==> src/rtl/spmmio_xbar.sv <==
// Soft-CPU Wishbone MMIO crossbar: decodes the top address bits into one of NUM_CH channel strobes.
// Optional ack timeout with bus-error capture is enabled by defining SPMMIO_XBAR_TIMEOUT_EN.
module spmmio_xbar #(
  parameter int          NUM_CH         = 8,
  parameter int          DEC_BITS       = 8,
  parameter logic [15:0] CH_MASK        = 16'hFFFF,
  parameter int          TIMEOUT_CYCLES = 1024,
  parameter logic [31:0] ERR_DATA       = 32'hDEADBEEF
) (
  input  logic                   clk,
  input  logic                   reset,
  input  logic [0:23]            adr_i,
  input  logic                   stb_i,
  input  logic                   cyc_i,
  input  logic [3:0]             sel_i,
  input  logic                   we_i,
  input  logic [31:0]            dat_i,
  output logic                   ack_o,
  output logic [31:0]            dat_o,
  output logic                   err_o,
  output logic [0:NUM_CH-1]      ch_stb_o,
  input  logic [NUM_CH-1:0]      ch_ack_i,
  input  logic [32*NUM_CH-1:0]   ch_dat_i,
  output logic [15:0]            err_count,
  output logic [0:23]            err_adr
);

  localparam int          IDX_W    = (NUM_CH > 1) ? $clog2(NUM_CH) : 1;
  localparam logic [31:0] NUM_CH_U = NUM_CH;

  // S_IDLE: accept | S_BUSY: channel strobed, waiting for its ack | S_RESP: ack_o pulse
  typedef enum logic [1:0] {S_IDLE, S_BUSY, S_RESP} state_t;

  state_t               r_state, w_state_nxt;
  logic [IDX_W-1:0]     r_idx, w_idx_nxt;
  logic                 w_ack_nxt;
  logic [31:0]          w_dat_nxt;
  logic [0:NUM_CH-1]    w_stb_nxt;

  logic [DEC_BITS-1:0]  w_dec;
  logic [15:0]          w_mask_sh;
  logic                 w_mapped;
  logic                 w_sel_ack;
  logic [31:0]          w_sel_dat;

  // Address, sel, we and write data go to the slaves directly; only the index bits matter here.
  logic w_unused;
  assign w_unused = ^{sel_i, we_i, dat_i, adr_i};

  assign w_dec     = adr_i[0 +: DEC_BITS];
  assign w_mask_sh = CH_MASK >> w_dec;
  assign w_mapped  = ({{(32-DEC_BITS){1'b0}}, w_dec} < NUM_CH_U) && w_mask_sh[0];

  always_comb begin
    w_sel_ack = 1'b0;
    w_sel_dat = '0;
    for (int i = 0; i < NUM_CH; i++) begin
      if (r_idx == IDX_W'(i)) begin
        w_sel_ack = ch_ack_i[i];
        w_sel_dat = ch_dat_i[32*i +: 32];
      end
    end
  end

`ifdef SPMMIO_XBAR_TIMEOUT_EN
  localparam int             TMR_W = (TIMEOUT_CYCLES > 1) ? $clog2(TIMEOUT_CYCLES) : 1;
  localparam logic [TMR_W-1:0] TMR_LAST = TMR_W'(TIMEOUT_CYCLES - 1);

  logic [TMR_W-1:0] r_timer, w_timer_nxt;
  logic [0:23]      r_adr, w_adr_nxt;
  logic             w_err_nxt;
  logic [15:0]      w_cnt_nxt;
  logic [0:23]      w_eadr_nxt;
`endif

  always_comb begin
    w_state_nxt = r_state;
    w_idx_nxt   = r_idx;
    w_ack_nxt   = 1'b0;
    w_dat_nxt   = dat_o;
    w_stb_nxt   = ch_stb_o;
`ifdef SPMMIO_XBAR_TIMEOUT_EN
    w_timer_nxt = r_timer;
    w_adr_nxt   = r_adr;
    w_err_nxt   = 1'b0;
    w_cnt_nxt   = err_count;
    w_eadr_nxt  = err_adr;
`endif
    case (r_state)
      S_IDLE: begin
        if (cyc_i && stb_i) begin
          if (w_mapped) begin
            w_idx_nxt = w_dec[IDX_W-1:0];
            for (int i = 0; i < NUM_CH; i++) begin
              w_stb_nxt[i] = (w_dec[IDX_W-1:0] == IDX_W'(i));
            end
`ifdef SPMMIO_XBAR_TIMEOUT_EN
            w_timer_nxt = '0;
            w_adr_nxt   = adr_i;
`endif
            w_state_nxt = S_BUSY;
          end else begin
            w_dat_nxt   = '0;
            w_ack_nxt   = 1'b1;
            w_state_nxt = S_RESP;
          end
        end
      end
      S_BUSY: begin
        if (!cyc_i) begin
          w_stb_nxt   = '0;
          w_state_nxt = S_IDLE;
        end else if (w_sel_ack) begin
          // Slave ack takes priority over a timeout expiring in the same cycle.
          w_dat_nxt   = w_sel_dat;
          w_ack_nxt   = 1'b1;
          w_stb_nxt   = '0;
          w_state_nxt = S_RESP;
        end
`ifdef SPMMIO_XBAR_TIMEOUT_EN
        else if (r_timer == TMR_LAST) begin
          w_stb_nxt   = '0;
          w_dat_nxt   = ERR_DATA;
          w_ack_nxt   = 1'b1;
          w_err_nxt   = 1'b1;
          w_cnt_nxt   = (err_count == 16'hFFFF) ? err_count : err_count + 16'd1;
          w_eadr_nxt  = r_adr;
          w_state_nxt = S_RESP;
        end else begin
          w_timer_nxt = r_timer + 1'b1;
        end
`endif
      end
      S_RESP: begin
        w_state_nxt = S_IDLE;
      end
      default: begin
        w_stb_nxt   = '0;
        w_state_nxt = S_IDLE;
      end
    endcase
  end

  always_ff @(posedge clk) begin
    if (!reset) begin
      r_state  <= S_IDLE;
      r_idx    <= '0;
      ack_o    <= 1'b0;
      dat_o    <= '0;
      ch_stb_o <= '0;
    end else begin
      r_state  <= w_state_nxt;
      r_idx    <= w_idx_nxt;
      ack_o    <= w_ack_nxt;
      dat_o    <= w_dat_nxt;
      ch_stb_o <= w_stb_nxt;
    end
  end

`ifdef SPMMIO_XBAR_TIMEOUT_EN
  always_ff @(posedge clk) begin
    if (!reset) begin
      r_timer   <= '0;
      r_adr     <= '0;
      err_o     <= 1'b0;
      err_count <= '0;
      err_adr   <= '0;
    end else begin
      r_timer   <= w_timer_nxt;
      r_adr     <= w_adr_nxt;
      err_o     <= w_err_nxt;
      err_count <= w_cnt_nxt;
      err_adr   <= w_eadr_nxt;
    end
  end
`else
  assign err_o     = 1'b0;
  assign err_count = '0;
  assign err_adr   = '0;
`endif

endmodule

==> config.mk <==
export PLATFORM = sky130hd
export DESIGN_NAME = spmmio_xbar
export DESIGN_NICKNAME = d
export VERILOG_FILES = /design/src/rtl/spmmio_xbar.sv
export SDC_FILE = /design/constraint.sdc
export NUM_CORES = 1
export LEC_CHECK = 0
export BUFFER_PORTS_ARGS = -buffer_cell sky130_fd_sc_hd__buf_2
export CAP_MARGIN = 20
export CORE_AREA = 3 3 159 161
export DETAILED_ROUTE_END_ITERATION = 10
export DIE_AREA = 0 0 162 164
export GPL_TIMING_DRIVEN = 1
export PLACE_DENSITY = 0.56
export REMOVE_ABC_BUFFERS = 1
export SETUP_SLACK_MARGIN = 0.5
export SYNTH_ARGS = -nofsm -noshare
export SYNTH_HDL_FRONTEND = slang
export SYNTH_SLANG_ARGS = --single-unit
==> constraint.sdc <==
create_clock -name clk -period 1.75 [get_ports clk]
set_clock_uncertainty 0.05 [all_clocks]
set_input_delay 0.175 -clock clk [delete_from_list [all_inputs] [get_ports clk]]
set_output_delay 0.175 -clock clk [all_outputs]
set_load 0.01 [all_outputs]
# Word level (Yosys, flattened, before mapping)
# Cells that the tools add are included.
# op_classes
order_cmp,1
eq_ne,22
shifts,1
n_mux,36
bitwise_logic,1
reduce_logical,10
# op_table
cell,n
2-to-1 mux 32 bit,12
case mux 32 bit (2 select lines),1
2-to-1 mux 8 bit,4
equality test 3 bit (second input constant),8
case mux 8 bit (3 select lines),1
>> shifter 16 x 8 -> 1 bit (first input constant),1
equality test 3 x 2 -> 1 bit (second input constant),4
2-to-1 mux 1 bit,12
!= test 2 bit (second input constant),5
< comparator 8 x 4 -> 1 bit (second input constant),1
2-to-1 mux 2 bit,4
equality test 3 x 1 -> 1 bit (second input constant),2
zero test 3 bit,2
AND reduction 5 bit,1
case mux 2 bit (2 select lines),1
AND reduction 4 bit,1
!= test 3 bit (second input constant),1
AND reduction 3 bit,1
equality test 2 x 1 -> 1 bit (second input constant),1
equality test 2 bit (second input constant),1
logical AND 1 bit,2
zero test 2 bit,1
case mux 1 bit (2 select lines),1
AND reduction 2 bit,1
other kinds (2),2
# totals
register_bits,46
inputBits,329
out_inout_bits,82

# Depth between registers and ports, before layout
# depth
ltp_word,12
mapped_depth,9
ltp_nobuf,5

# Worst setup path before layout
# OpenSTA, ideal clock, no wires.
# synth_path
path_type,flip-flop to flip-flop
from,reg r_idx[0]
to,reg dat_o[13]
setup_time_ns,0.120
t_arrival_ns,1.594
setup_slack_ns,-0.013
path_stages_with_launch,7
synth_period_minus_slack_ns,1.763
cell_sequence,dfxtp_1 buf_6 buf_2 mux4_2 mux2_2 nand2_1 mux2i_1
# synth_between
elab_chain_len,12
elab_cells_between_ends,29
# synth_lines
item,line_no,source
start: declaration,35,"logic [IDX_W-1:0] r_idx, w_idx_nxt;"
start signal: assignment,153,r_idx <= w_idx_nxt;
zero test 3 bit,58,if (r_idx == IDX_W'(i)) begin
2-to-1 mux 32 bit (8 in series),58,
2-to-1 mux 32 bit,113,end else if (w_sel_ack) begin
2-to-1 mux 32 bit,110,if (!cyc_i) begin
case mux 32 bit (2 select lines),89,case (r_state)
end signal: assignment,155,dat_o <= w_dat_nxt;
end: declaration,19,"output logic [31:0] dat_o,"
# Parallel ways exist; a longest one is shown, timed or not. The select of a mux whose other input is x is not followed.
# A chain may end at the register's enable or synchronous reset.

# Worst setup path after layout
# layout_path
from,reg r_idx[1]
to,reg dat_o[26]
# Same word-level chain as after synthesis.

==> results.cfg <==
[global_routing]
wire_length_of_the_first_global_routing_pass_mm = 24.8
global_route.usage.met3 = 0.0340
grt_overflow_total = 0
busiest_layer = met2
grt.met1_usage = 0.142
antenna_found_initial = 2
global_route.usage.total = 0.122
met2_track_demand_over_resource = 0.227
maximum_number_of_pins_on_one_net_before_global_route_repair = 52
first_global_vias = 4461

[route]
vias_per_cell = 4.13
number_of_search_and_repair_iterations_in_the_first_detailed_routing_pass = 5
drt_first_iter_violations = 174
drt-total-wl_mm = 17.6
drt_drc_violations_left = 0
avgRoutedWirePerCell_um = 16.9
dr_total_vias = 4300
antenna_left = 0

[floorplan]
fp.dieH_um = 164
initial_utilization = 0.176
placement_rows = 57
die_width_um = 162
floorplan.core_area_mm2 = 0.0241
die_area_mm2 = 0.0266
floorplan.io_pins = 411

[outcome]
violations_in_the_final_reports = setup timing
outcome = finished with violations

[timing]
fin_hold_ws_ns = 0.135
timing.setup.tns_ns = -1.99
max-slew-margin-rel = 0.497
rsz_0062_raised_after_global_routing = yes
report.final.setup_viol = 34
slew_violations = 0
tightestPinTransition_ns = 0.754
setup_slack_ns = -0.105
min_period_ns = 1.86
final_hold_viols = 0
max_freq_mhz = 539
timing.final.crit_share = 1.06

[clocking]
worst_setup_hold_path_clk_slew_ns = 0.07
cts_buffers = 5
cts_num_sinks = 46
clock_latency_on_the_worst_skew_pair_ns = 0.30
cts_buffer_depth = 2
clk_root_buffer_cell = sky130_fd_sc_hd__clkbuf_16
cts_tree = built
clock_tree.htree_level_count = 2

[power_and_ir_drop]
ir_drop_uv = 324
power_leakage_uw = 0.00308
powerDensity_mw_per_mm2 = 408

[finish]
drive_above_1_share = 0.679
layout.nets = 1044
diodes = 0
final_common_cell = sky130_fd_sc_hd__buf_2
final_cell_count_no_fill = 1040
postLayoutCoreUtil = 0.281
final_cell_mix = sky130_fd_sc_hd__buf_2 (316), sky130_fd_sc_hd__nand2_1 (77), sky130_fd_sc_hd__mux4_2 (64)
flow.area_growth_from_synthesis_pct = 59.8
design_area_mm2 = 0.00676

[setup_path]
critPathArrivalTime_ns = 2.03
timing.critical_path.from_type = flip-flop
cp-end-kind = flip-flop
timing.reg2reg.setup_slack_ns = -0.11
setup.worst_path.class = reg -> reg
critical_path.max_fanout = 5
crit_required_ns = 1.93

[logic_synthesis]
syn_avg_cell_area_um2 = 11.1
yosys_register_bits = 46
yosysSeqAreaShare = 0.218
netlist_instances = 380
netlist_area_mm2 = 0.00423
synthXorXnorAreaFrac = 0
main_combinational_cell_family_by_area_after_synthesis = multiplexers
synth.distinct_cells = 32
synthSimpleGateAreaFrac = 0.107
yosys-mux-area-fraction = 0.530
synth_compound_gate_area_share = 0.0219
synthAdderAreaFrac = 0
synthesis.yosys.warnings = 0

[placement]
hpwl_mm = 14.1
routabilityCongestion = 0.825
dpl.cell_count = 1016
quantity_of_i_o_buffers_inserted_on_ports = 316
total_cell_area_at_the_placement_stage_mm2 = 0.00623

[flow_run]
cap_viol_max_count = 0

[worst_hold_path]
min_path_type = in -> reg
## routing by layer
metal / share of wire / routed length (um)
met4: 0.0070 / 123
met3: 0.078 / 1380
met2: 0.52 / 9150
met1: 0.39 / 6910
met5: 0.0019 / 34
## cell families (layout without fill, tap and decap cells)
kind of cell	after synthesis	after routing
other	1	41
muxes	140	140
and+or+nand+nor	104	104
AOI/OAI and AO/OA	12	12
DFF	46	46
buffers and inverters	77	373
## path summary, 6_finish.rpt
path	startpoint	to	cells past startpoint
hold / removal	adr_i[5]	r_idx[2]	3
setup reg to reg	r_idx[1]	dat_o[26]	8
setup / recovery	r_idx[1]	dat_o[26]	8
hold reg to reg	ch_stb_o[5]	ch_stb_o[5]	2
## worst max-delay path, cell delays in order, from the launching register on
cell	delay, ns
sky130_fd_sc_hd__dfxtp_4	0.38
sky130_fd_sc_hd__buf_12	0.11
sky130_fd_sc_hd__mux2i_1	0.17
sky130_fd_sc_hd__o21a_2	0.20
sky130_fd_sc_hd__o32ai_4	0.12
sky130_fd_sc_hd__a31oi_4	0.24
sky130_fd_sc_hd__buf_6	0.17
sky130_fd_sc_hd__clkbuf_16	0.15
sky130_fd_sc_hd__mux2i_1	0.20
## power by group
part | switching (uW) | total [uW] | internal (uW)
combinational | 270 | 704 | 433
clock | 478 | 1010 | 531
sequential | 3.51 | 1050 | 1040
## per-stage QoR
stage | total power, uW | setup WS, ns
2_1_floorplan | 1350 | -4.56
4_1_cts | 2810 | -0.0966
6_report | 2760 | -0.105
3_3_place_gp | 1720 | -0.0777
3_5_place_dp | 1730 | -0.113
5_1_grt | 2930 | -0.202
## Yosys cell counts (all sizes together)
cell type  count  share of area
inv            1        0.00089
mux2          32          0.085
and3           2         0.0030
nand3b         1         0.0018
mux4          64           0.34
nor3b          4         0.0095
dfxtp         46           0.22
nand2b         2         0.0030
conb           1        0.00089
a31oi          1         0.0015
o211ai         2         0.0035
nand2         80          0.071
nand4          2         0.0030
o32ai          1         0.0038
mux2i         44           0.10
o21a           2         0.0035
a21boi         2         0.0035
a21oi          3         0.0035
nand3          1         0.0012
and3b          1         0.0021
buf           65           0.11
a311o          1         0.0024
and2           1         0.0015
nor3           2         0.0024
clkbuf        11         0.0098
nor2           5         0.0044
nor2b          3         0.0044
## area by class of cell
| type | instances | area, um2 |
|---|---|---|
| clock buffer | 5 | 125 |
| sequential | 46 | 935 |
| tap | 324 | 405 |
| timing repair buffer | 364 | 2250 |
| inverter | 1 | 3.75 |
| clock inverter | 3 | 21.3 |
| multi-input combinational | 297 | 3030 |
| fill | 2625 | 17300 |
## what timing repair did
| item | in CTS | in global routing |
|---|---|---|
| cloned | 2 | 4 |
| pin swaps | 3 | 6 |
| endpoints found under the setup margin | 46 | 46 |
| gates resized for setup | 12 | 18 |
| setup buffers | 7 | 3 |
| hold buffers | 0 | 0 |
## flip-flops by register name, summed over array words and instances (netlist names)
signal and count:
r_state 2, dat_o 32, ch_stb_o 8, ack_o 1
r_idx 3
Note: power is estimated with default switching activity, not from simulation.
